[src/rtl/mem_stage_pkg.sv]
// -----------------------------------------------------------------------------
// mem_stage_pkg
// Shared definitions for the MEM stage of the 5-stage RISC core:
//   - default datapath / register-index widths
//   - MEM-stage FSM state encoding
//   - MEM/WB pipeline bundle layout (at the default widths)
// -----------------------------------------------------------------------------
package mem_stage_pkg;

  localparam int DATA_W_DEF = 32;
  localparam int RF_AW_DEF  = 5;

  // The FSM has exactly two states: it is either free to accept work
  // or waiting for the data memory to acknowledge an access.
  typedef enum logic [0:0] {
    ST_IDLE   = 1'b0,
    ST_ACCESS = 1'b1
  } state_e;

  // MEM/WB pipeline register contents at the default widths.
  typedef struct packed {
    logic                  valid;
    logic [DATA_W_DEF-1:0] data;
    logic [RF_AW_DEF-1:0]  rd;
    logic                  reg_write;
  } mem_wb_t;

endpackage : mem_stage_pkg

[src/rtl/mem_wb_reg.sv]
// -----------------------------------------------------------------------------
// mem_wb_reg
// MEM/WB pipeline register. Every clock edge either commits a retiring
// instruction or loads a bubble. A bubble clears valid and reg_write but keeps
// data/rd, so the register only toggles the fields that matter.
// A write to register index 0 is never signalled to the register file.
//
// Optional build macro: MEM_MISALIGN_TRAP_EN adds the misalign flag.
//
// Ports:
//   clk, rst        rising-edge clock, asynchronous active-high reset
//   valid_i         commit this edge (0 = bubble)
//   data_i, rd_i    result and destination index to commit
//   reg_write_i     instruction wants to write rd
//   misalign_i/_o   (MEM_MISALIGN_TRAP_EN only) misaligned-access flag
//   valid_o, data_o, rd_o, reg_write_o   registered MEM/WB contents
// -----------------------------------------------------------------------------
module mem_wb_reg
  import mem_stage_pkg::*;
#(
  parameter int DATA_W = DATA_W_DEF,
  parameter int RF_AW  = RF_AW_DEF
) (
  input  logic              clk,
  input  logic              rst,
  input  logic              valid_i,
  input  logic [DATA_W-1:0] data_i,
  input  logic [RF_AW-1:0]  rd_i,
  input  logic              reg_write_i,
`ifdef MEM_MISALIGN_TRAP_EN
  input  logic              misalign_i,
  output logic              misalign_o,
`endif
  output logic              valid_o,
  output logic [DATA_W-1:0] data_o,
  output logic [RF_AW-1:0]  rd_o,
  output logic              reg_write_o
);

  logic              valid_q;
  logic [DATA_W-1:0] data_q;
  logic [RF_AW-1:0]  rd_q;
  logic              reg_write_q;

  // Commit a retirement or load a bubble on every edge.
  always_ff @(posedge clk or posedge rst) begin
    if (rst) begin
      valid_q     <= 1'b0;
      data_q      <= {DATA_W{1'b0}};
      rd_q        <= {RF_AW{1'b0}};
      reg_write_q <= 1'b0;
    end else if (valid_i) begin
      valid_q     <= 1'b1;
      data_q      <= data_i;
      rd_q        <= rd_i;
      // x0 is hard-wired to zero; never request a write to it.
      reg_write_q <= reg_write_i & (rd_i != {RF_AW{1'b0}});
    end else begin
      valid_q     <= 1'b0;
      reg_write_q <= 1'b0;
    end
  end

`ifdef MEM_MISALIGN_TRAP_EN
  logic misalign_q;

  // The trap flag only accompanies the retirement it belongs to.
  always_ff @(posedge clk or posedge rst) begin
    if (rst) begin
      misalign_q <= 1'b0;
    end else if (valid_i) begin
      misalign_q <= misalign_i;
    end else begin
      misalign_q <= 1'b0;
    end
  end

  assign misalign_o = misalign_q;
`endif

  assign valid_o     = valid_q;
  assign data_o      = data_q;
  assign rd_o        = rd_q;
  assign reg_write_o = reg_write_q;

endmodule : mem_wb_reg

[src/rtl/mem_stage.sv]
// -----------------------------------------------------------------------------
// mem_stage
// Memory stage of the 5-stage RISC core. ALU ops pass straight through to the
// MEM/WB register in one cycle. Loads and stores issue a req/ack data-memory
// access; while it is outstanding the stage stalls upstream. The MEM/WB
// register doubles as a forwarding source.
//
// Optional build macro: MEM_MISALIGN_TRAP_EN
//   defined   - memory ops with a non-word-aligned address issue no request and
//               retire next cycle with wb_misalign=1 and no register write.
//   undefined - low address bits are cleared and the access proceeds.
//
// Ports:
//   clk, rst                 rising-edge clock, async active-high reset
//   ex_valid                 EX holds a real instruction
//   ex_alu_result            ALU result / memory byte address
//   ex_store_data            store data
//   ex_rd, ex_reg_write      destination index and write intent
//   ex_mem_read/_write       load / store (mutually exclusive)
//   stall_o                  upstream must hold EX outputs this cycle
//   dmem_req/_we/_addr/_wdata  memory request, held until ack
//   dmem_rdata, dmem_ack     load data and single-cycle completion pulse
//   wb_valid/_data/_rd/_reg_write  MEM/WB register
//   wb_misalign              (MEM_MISALIGN_TRAP_EN only) misaligned access
//   fwd_valid/_rd/_data      forwarding view of MEM/WB
// -----------------------------------------------------------------------------
module mem_stage
  import mem_stage_pkg::*;
#(
  parameter int DATA_W = DATA_W_DEF,
  parameter int RF_AW  = RF_AW_DEF
) (
  input  logic              clk,
  input  logic              rst,
  input  logic              ex_valid,
  input  logic [DATA_W-1:0] ex_alu_result,
  input  logic [DATA_W-1:0] ex_store_data,
  input  logic [RF_AW-1:0]  ex_rd,
  input  logic              ex_reg_write,
  input  logic              ex_mem_read,
  input  logic              ex_mem_write,
  output logic              stall_o,
  output logic              dmem_req,
  output logic              dmem_we,
  output logic [DATA_W-1:0] dmem_addr,
  output logic [DATA_W-1:0] dmem_wdata,
  input  logic [DATA_W-1:0] dmem_rdata,
  input  logic              dmem_ack,
  output logic              wb_valid,
  output logic [DATA_W-1:0] wb_data,
  output logic [RF_AW-1:0]  wb_rd,
  output logic              wb_reg_write,
`ifdef MEM_MISALIGN_TRAP_EN
  output logic              wb_misalign,
`endif
  output logic              fwd_valid,
  output logic [RF_AW-1:0]  fwd_rd,
  output logic [DATA_W-1:0] fwd_data
);

  // FSM state and the latched request (held stable for the whole access).
  state_e            state_q;
  logic              req_q;
  logic              we_q;
  logic [DATA_W-1:0] addr_q;
  logic [DATA_W-1:0] wdata_q;
  logic [RF_AW-1:0]  rd_q;
  logic              rw_q;

  // Next MEM/WB contents.
  logic              wb_valid_d;
  logic [DATA_W-1:0] wb_data_d;
  logic [RF_AW-1:0]  wb_rd_d;
  logic              wb_reg_write_d;

  logic              is_mem_s;
  logic              misalign_s;
  logic              accept_mem_s;

  assign is_mem_s = ex_mem_read | ex_mem_write;

`ifdef MEM_MISALIGN_TRAP_EN
  logic wb_misalign_d;
  assign misalign_s = is_mem_s & (ex_alu_result[1:0] != 2'b00);
`else
  assign misalign_s = 1'b0;
`endif

  // A memory op is only taken from IDLE; in ACCESS the EX inputs are ignored.
  assign accept_mem_s = (state_q == ST_IDLE) & ex_valid & is_mem_s & ~misalign_s;

  // Stall generation and selection of what the MEM/WB register loads next.
  always_comb begin
    stall_o        = 1'b0;
    wb_valid_d     = 1'b0;
    wb_data_d      = ex_alu_result;
    wb_rd_d        = ex_rd;
    wb_reg_write_d = 1'b0;
`ifdef MEM_MISALIGN_TRAP_EN
    wb_misalign_d  = 1'b0;
`endif
    case (state_q)
      ST_IDLE: begin
        if (ex_valid) begin
          if (is_mem_s && !misalign_s) begin
            // Access starts next edge; hold EX until the ack cycle.
            stall_o    = 1'b1;
            wb_valid_d = 1'b0;
          end else begin
            // ALU op, or a trapped misaligned memory op (never writes rd).
            stall_o        = 1'b0;
            wb_valid_d     = 1'b1;
            wb_reg_write_d = ex_reg_write & ~is_mem_s;
`ifdef MEM_MISALIGN_TRAP_EN
            wb_misalign_d  = misalign_s;
`endif
          end
        end else begin
          stall_o    = 1'b0;
          wb_valid_d = 1'b0;
        end
      end
      ST_ACCESS: begin
        // Releasing the stall in the ack cycle lets EX advance on the same
        // edge that retires the access, so the held op is not taken twice.
        stall_o        = ~dmem_ack;
        wb_valid_d     = dmem_ack;
        wb_rd_d        = rd_q;
        wb_data_d      = we_q ? addr_q : dmem_rdata;
        wb_reg_write_d = rw_q & ~we_q;
      end
      default: begin
        stall_o    = 1'b0;
        wb_valid_d = 1'b0;
      end
    endcase
  end

  // MEM-stage FSM with the registered data-memory request.
  always_ff @(posedge clk or posedge rst) begin
    if (rst) begin
      state_q <= ST_IDLE;
      req_q   <= 1'b0;
      we_q    <= 1'b0;
      addr_q  <= {DATA_W{1'b0}};
      wdata_q <= {DATA_W{1'b0}};
      rd_q    <= {RF_AW{1'b0}};
      rw_q    <= 1'b0;
    end else begin
      case (state_q)
        ST_IDLE: begin
          if (accept_mem_s) begin
            state_q <= ST_ACCESS;
            req_q   <= 1'b1;
            we_q    <= ex_mem_write;
            addr_q  <= {ex_alu_result[DATA_W-1:2], 2'b00};
            wdata_q <= ex_store_data;
            rd_q    <= ex_rd;
            rw_q    <= ex_reg_write;
          end else begin
            // A stray ack while idle has no effect.
            state_q <= ST_IDLE;
            req_q   <= 1'b0;
          end
        end
        ST_ACCESS: begin
          if (dmem_ack) begin
            state_q <= ST_IDLE;
            req_q   <= 1'b0;
          end else begin
            state_q <= ST_ACCESS;
            req_q   <= 1'b1;
          end
        end
        default: begin
          state_q <= ST_IDLE;
          req_q   <= 1'b0;
        end
      endcase
    end
  end

  assign dmem_req   = req_q;
  assign dmem_we    = we_q;
  assign dmem_addr  = addr_q;
  assign dmem_wdata = wdata_q;

  mem_wb_reg #(
    .DATA_W (DATA_W),
    .RF_AW  (RF_AW)
  ) u_mem_wb_reg (
    .clk         (clk),
    .rst         (rst),
    .valid_i     (wb_valid_d),
    .data_i      (wb_data_d),
    .rd_i        (wb_rd_d),
    .reg_write_i (wb_reg_write_d),
`ifdef MEM_MISALIGN_TRAP_EN
    .misalign_i  (wb_misalign_d),
    .misalign_o  (wb_misalign),
`endif
    .valid_o     (wb_valid),
    .data_o      (wb_data),
    .rd_o        (wb_rd),
    .reg_write_o (wb_reg_write)
  );

  // Forwarding is a pure view of the MEM/WB register.
  assign fwd_valid = wb_valid & wb_reg_write;
  assign fwd_rd    = wb_rd;
  assign fwd_data  = wb_data;

endmodule : mem_stage

[config.mk]
export PLATFORM = sky130hd
export DESIGN_NAME = mem_stage
export DESIGN_NICKNAME = d
export VERILOG_FILES = /design/src/rtl/mem_stage_pkg.sv /design/src/rtl/mem_wb_reg.sv /design/src/rtl/mem_stage.sv
export SDC_FILE = /design/constraint.sdc
export NUM_CORES = 1
export LEC_CHECK = 0
export BUFFER_PORTS_ARGS = -buffer_cell sky130_fd_sc_hd__buf_4
export CAP_MARGIN = 10
export CORE_MARGIN = 2
export CORE_UTILIZATION = 40
export CTS_BUF_LIST = sky130_fd_sc_hd__clkbuf_4
export DETAILED_ROUTE_END_ITERATION = 10
export PLACE_DENSITY = 0.71
export SYNTH_ARGS = -nofsm -noshare
export SYNTH_HDL_FRONTEND = slang
export SYNTH_SLANG_ARGS = --single-unit
[constraint.sdc]
create_clock -name clk -period 4 [get_ports clk]
set_clock_uncertainty 0.05 [all_clocks]
set_input_delay 0.4 -clock clk [delete_from_list [all_inputs] [get_ports clk]]
set_output_delay 0.4 -clock clk [all_outputs]
set_load 0.02 [all_outputs]
# --- Word level (Yosys, flattened, before mapping) ---
# Index checks and enable logic that the tools add are counted.
# Widths: inputs -> output; s select.
totals:
  regBits: 109
  input_bits: 108
  out_inout_bits: 144
  word_cells: 40
op_classes:
  n_mux: 17
  bitwise: 11
  reduce_logical: 2
op_table:
  columns: ["op", "count"]
  rows:
  - ["$mux 32", 2]
  - ["$mux 1", 10]
  - ["$pmux 1 s2", 4]
  - ["$and 1x1->1", 6]
  - ["$mux 5", 1]
  - ["$reduce_bool 5->1", 1]
  - ["$not 1->1", 4]
  - ["$reduce_and 2->1", 1]
  - ["$or 1x1->1", 1]

# --- Logic depth before layout (Yosys ltp) ---
# Gate-level depths: netlist of the first run.
logic_depth:
  depth_word: 8
  ltp_mapped: 6
  depth_no_buf: 3

# --- Hierarchy ---
# Synthesis of the first run repeated with hierarchy kept, for this count alone.
hier_totals:
  hier_cells: 399
  hier_area_um2: 5491.5
by_module_without_submodules:
  columns: ["module", "n_inst", "cells_per_inst", "area_per_inst_um2", "seq_area_each_um2"]
  rows:
  - ["mem_stage", 1, 316, 4040.1, 1751.7]
  - ["mem_wb_reg", 1, 83, 1451.4, 975.9]

# --- Worst setup path before layout of the first run ---
# OpenSTA, ideal clock, no wires.
synth_path:
  path_kind: "reg-to-output"
  startpoint: "register dmem_req (netlist name)"
  endpoint: "output stall_o"
  arrival_time_ns: 1.451
  required_time_ns: 3.550
  path_slack_ns: 2.099
  path_stages_with_launch: 6
  n_path_buf: 3
  cell_sequence: "dfrtp_1 > buf_2 > nor3b_1 > clkbuf_1 > buf_2 > a21o_1"
synth_rtl:
  columns: ["item", "line", "rtl"]
  rows:
  - ["to (decl)", "mem_stage.sv:42", "output logic stall_o,"]

==> metrics.txt, run 1 <==
WL per Instance=roughly 18 µm; DR vias=3745; antenna violations before repair=0; Chip Height=~110 µm; largest net degree at the start of global routing=80; area post-placement=6620 µm²; # rows=40; CTS root buf=clkbuf_4; Setup WS post-layout=between 1 and 1.5 ns; clock buffer depth=2; TritonCTS Sinks=109; Initial Util=between 40% and 50%; number of synthesized flops with an enable pin=0; # diodes=0; CTS tree=built; Area contributors post-synth=dfrtp_1, mux2_2, mux2i_1; RSZ-0062 raised after global routing=false; ANT nets after route=0; Final setup viols=0; first-pass iteration count of the detailed router=4; DR iter-0 viols=between 200 and 250; share of cells above drive strength 1=~59%; Synth async-reset ratio=100%; crit path kind=reg2out; Max Cap Viol=0; first-pass GRT wire length=20.2 mm; Die X-Extent=115 µm; vias in the first global route=3914; Synth top cells by count=dfrtp_1, mux2_2, buf_4; synth unique cells=27; Final Routed Wirelength=13.1 mm; via-per-instance ratio=~5; DRC violations left=0; cell count after synthesis=approximately 380; Sum Neg Setup Slack=0 ns; Yosys top cell area share=a little under three fifths; Slew headroom=about a quarter; CTS resizes=0; CTS clk-pin slew, worst paths=around 0.16 ns; most common cell in the synthesized netlist=dfrtp_1; Worst Setup End Kind=output pin; clock latency on the worst-skew pair=~0.45 ns; Post-Syn Area=between 4000 and 5000 µm²; port bufs=249; Slew Limit Fails=0; Fmax achieved=between 0.3 and 0.4 GHz; Tot Pwr=roughly 4.2 mW; Post-Route Utilization=a little under three fifths; synthesized flop and latch total=around 110; Critical Path Fanout Max=54; Mean Syn Cell Area=roughly 13 µm²; Worst-Margin Slew=1.11 ns; hpwl dp=between 9 and 10 mm; gpl congestion=approximately 0.76; Setup WS pre-CTS=between 1.5 and 2 ns; Worst EP required=roughly 3.6 ns; top_reg_cell synth=dfrtp_1; VDD IR max=between 0.2 and 0.3 mV; Tmin final=between 2 and 3 ns; Hold Buf Count CTS=0; Final Hold Vio Count=0; Core Box Area=between 10000 and 15000 µm²; Pleak=~3.4 nW; CP Data Arrival Time=2.39 ns; fin crit share=71.1%; die footprint=13200 µm²; setup bufs post-CTS=0; pwr/cell area=612 nW/µm²; HP Class=in2async; aggregate global routing overflow=0; post-route cell area=6800 µm²; NumNets Final=686; R2R Setup Slk=between 1.5 and 2 ns; status=finished, final reports clean; Area Overhead vs Synth=38.4%; cell taking the most area after synthesis=dfrtp_1; yosys synthesis warning count=0; sequential area share after synthesis=55.5%; CP Launch Type=register; CTS H-tree lvls=3; Ports=between 200 and 300; TritonCTS Buffers=9; gr usage total=about a fifth
## flip-flops by register name, summed over array words and instances (netlist names)
register,flops
rw_q,1
u_mem_wb_reg.reg_write_o,1
u_mem_wb_reg.data_o,32
rd_q,5
u_mem_wb_reg.valid_o,1
dmem_wdata,32
dmem_addr,30
u_mem_wb_reg.rd_o,5
dmem_req,1
dmem_we,1
## logic make-up after synthesis
logic type	share of synthesized area (%)
AO/OA/AOI/OAI	7.54
buffers and inverters	8.56
flip-flops	55.5
multiplexers	23.0
other	0.0764
AND/OR/NAND/NOR	5.32
## where the power goes
part	internal, mW	total (mW)	switching, mW
clock	0.329	0.679	0.350
combinational	0.882	1.79	0.908
sequential	1.40	1.69	0.294
## critical path, stage by stage (launching register included)
cell and delay, ns:
dfrtp_1 0.70, nor3b_2 0.34, buf_4 0.61, a21o_1 0.14
buf_4 0.14
## path summary, 6_finish.rpt
check                                       end  cells past startpoint         startpoint
max                                     stall_o                      4           dmem_req
min                               dmem_addr[18]                      2                rst
max reg2reg                u_mem_wb_reg.rd_o[2]                      4           dmem_req
min reg2reg                       dmem_wdata[0]                      1      dmem_wdata[0]
max in group asynchronous         dmem_addr[22]                      3                rst
min in group clk                 dmem_wdata[30]                      2  ex_store_data[30]
## per-stage QoR
stage / instances / hold slack (ns)
floorplan: 377 / 0.431
global placement: 714 / 0.442
detailed placement: 714 / 0.447
CTS: 730 / 0.0672
global route: 730 / 0.0697
finish: 730 / 0.103
## final cells by class
class | count | area, µm²
clock buffers | 11 | 82.6
clock inverters | 5 | 98.8
fillers | 1006 | 5210
inverters | 3 | 13.8
multi-input cells | 201 | 1780
flip-flops and latches | 109 | 2730
well taps | 147 | 184
repair buffers | 254 | 1910
## placed cells by master (no fill, tap or decap), drive strengths merged
cell type / count
a21o: 2
a21oi: 4
a221o: 30
and2: 1
buf: 254
bufinv: 3
clkbuf: 11
clkinv: 2
conb: 2
dfrtp: 109
inv: 3
mux2: 69
mux2i: 35
nand2: 1
nand3: 7
nor2: 31
nor2b: 4
nor3: 2
nor3b: 1
nor4: 1
nor4b: 1
o21ai: 7
or4: 1
or4b: 2
## metal layers
| layer | track usage, % | vias up | part of all wire (%) |
|---|---|---|---|
| met3 | 5.90 | 13 | 8.7 |
| met1 | 24.5 | 1855 | 40 |
| met5 | 0 | - | 0 |
| li1 | - | 1704 | - |
| met4 | 7.31 | 0 | 1.3 |
| met2 | 32.6 | 173 | 50 |
(Power assumes the default switching activity.)
==> run 2: changes to the inputs <==
Clock period 4 ns to 2.65 ns, I/O delays scaled along.
==> metrics.txt, run 2 (synthesis gave the netlist of run 1 again) <==
gr usage total=21.3%; hpwl dp=roughly 9.6 mm; RSZ-0062 raised after global routing=false; CTS H-tree lvls=3; Final setup viols=0; CTS resizes=0; CTS tree=built; Die X-Extent=approximately 110 µm; area post-placement=about 6700 µm²; CTS root buf=clkbuf_4; Core Box Area=between 10000 and 15000 µm²; DR vias=a little over 4000; Tmin final=between 2 and 2.5 ns; most frequent cells in the layout=buf_4, dfrtp_1, mux2_2, dlygate4sd3_1, mux2i_1; fillers=928; DRC violations left=0; HP Class=in2reg; Worst EP required=2.34 ns; first-pass iteration count of the detailed router=4; Worst-Margin Slew=about 0.68 ns; fin crit share=about 80%; Slew headroom=a little over half; TritonCTS Sinks=approximately 110; largest net degree at the start of global routing=between 60 and 70; status=finished, final reports clean; Slew Limit Fails=0; Ports=252; crit-path cells=nor3b_2 -> buf_12 -> a21o_1 -> buf_4; gpl congestion=0.785; CP Launch Type=register; Pleak=about 3.6 nW; Final Routed Wirelength=roughly 14 mm; R2R Setup Slk=0.76 ns; VDD IR max=about 0.47 mV; vias in the first global route=4296; aggregate global routing overflow=0; Chip Height=115 µm; die footprint=~13000 µm²; CP Data Arrival Time=around 1.9 ns; crit path kind=reg2out; Fmax achieved=0.460 GHz; commonest non-fill, non-tap cell in the layout=buf_4; Top Family by Delay on Critical Path=flip-flops; Initial Util=40.9%; # rows=40; port bufs=249; Hold Worst Slack=around 0.055 ns; share of cells above drive strength 1=between 50 and 60%; Final Hold Vio Count=0; largest stage delay on the critical path=about 0.54 ns; # diodes=0; Area Overhead vs Synth=52.5%; Sum Neg Setup Slack=0 ns; NumNets Final=760; clock buffer depth=2; first-pass GRT wire length=roughly 22 mm; slowest CP cell=dfrtp_1; via-per-instance ratio=5.02; clock latency on the worst-skew pair=~0.46 ns; DR iter-0 viols=246; Tot Pwr=slightly above 6 mW; worst path bufs/invs=2; TritonCTS Buffers=9; post-route cell area=7490 µm²; Post-Route Utilization=around 62%; Critical Path Fanout Max=38; CTS clk-pin slew, worst paths=about 0.15 ns; ANT nets after route=0; pwr/cell area=815 nW/µm²; antenna violations before repair=0; WL per Instance=approximately 18 µm; Worst Setup End Kind=output pin; Max Cap Viol=0
run 2: timing repair:
item | in CTS | in global routing
endpoints found under the setup margin | 0 | 0
setup buffers | 0 | 0
hold endpoints to repair | 117 | 0
hold buffers | 69 | 0
run 2: metrics by stage:
step	worst slack, ns	std cells
finish	0.477	804
global route	0.321	804
CTS	0.405	804
detailed placement	0.772	719
global placement	0.826	719
floorplan	0.862	377
run 2: layout make-up:
type                            count  area, µm²  share of cell area [%]
Tap cell                          147        184                    2.46
Timing Repair Buffer              328       2670                    35.7
Sequential cell                   109       2730                    36.4
Multi-Input combinational cell    201       1780                    23.8
Inverter                            3       15.0                   0.201
Clock buffer                       10       75.1                    1.00
Clock inverter                      6       30.0                   0.401
run 2: worst reg2reg max path, stage by stage, from the launching register on:
cell     delay [ns]
dfrtp_1        0.54
nor3b_2        0.34
buf_4          0.45
mux2_2         0.40
run 2: worst paths after layout:
kind                               startpoint  cells after the start       endpoint
worst max-delay path                 dmem_req                      4        stall_o
worst min-delay path             ex_mem_write                      2        dmem_we
worst max register to register       dmem_req                      3  dmem_addr[14]
worst min register to register  dmem_wdata[4]                      1  dmem_wdata[4]
max in group asynchronous                 rst                      4  dmem_addr[14]
min in group asynchronous                 rst                      3        rd_q[0]
run 2: power by group:
| group | total, mW | switching [mW] | internal, mW |
|---|---|---|---|
| Clock | 0.714 | 0.520 | 0.194 |
| Combinational | 2.87 | 1.45 | 1.42 |
| Sequential | 2.52 | 0.410 | 2.11 |
| Total | 6.10 | 2.38 | 3.72 |
run 2: layer usage:
| layer | global-route usage [%] | vias to the layer above | wire length (µm) |
|---|---|---|---|
| li1 | - | 1860 | - |
| met1 | 25.0 | 1984 | 5600 |
| met2 | 37.7 | 177 | 7190 |
| met3 | 6.48 | 12 | 1250 |
| met4 | 6.27 | 0 | 172 |
| met5 | 0 | - | 0 |
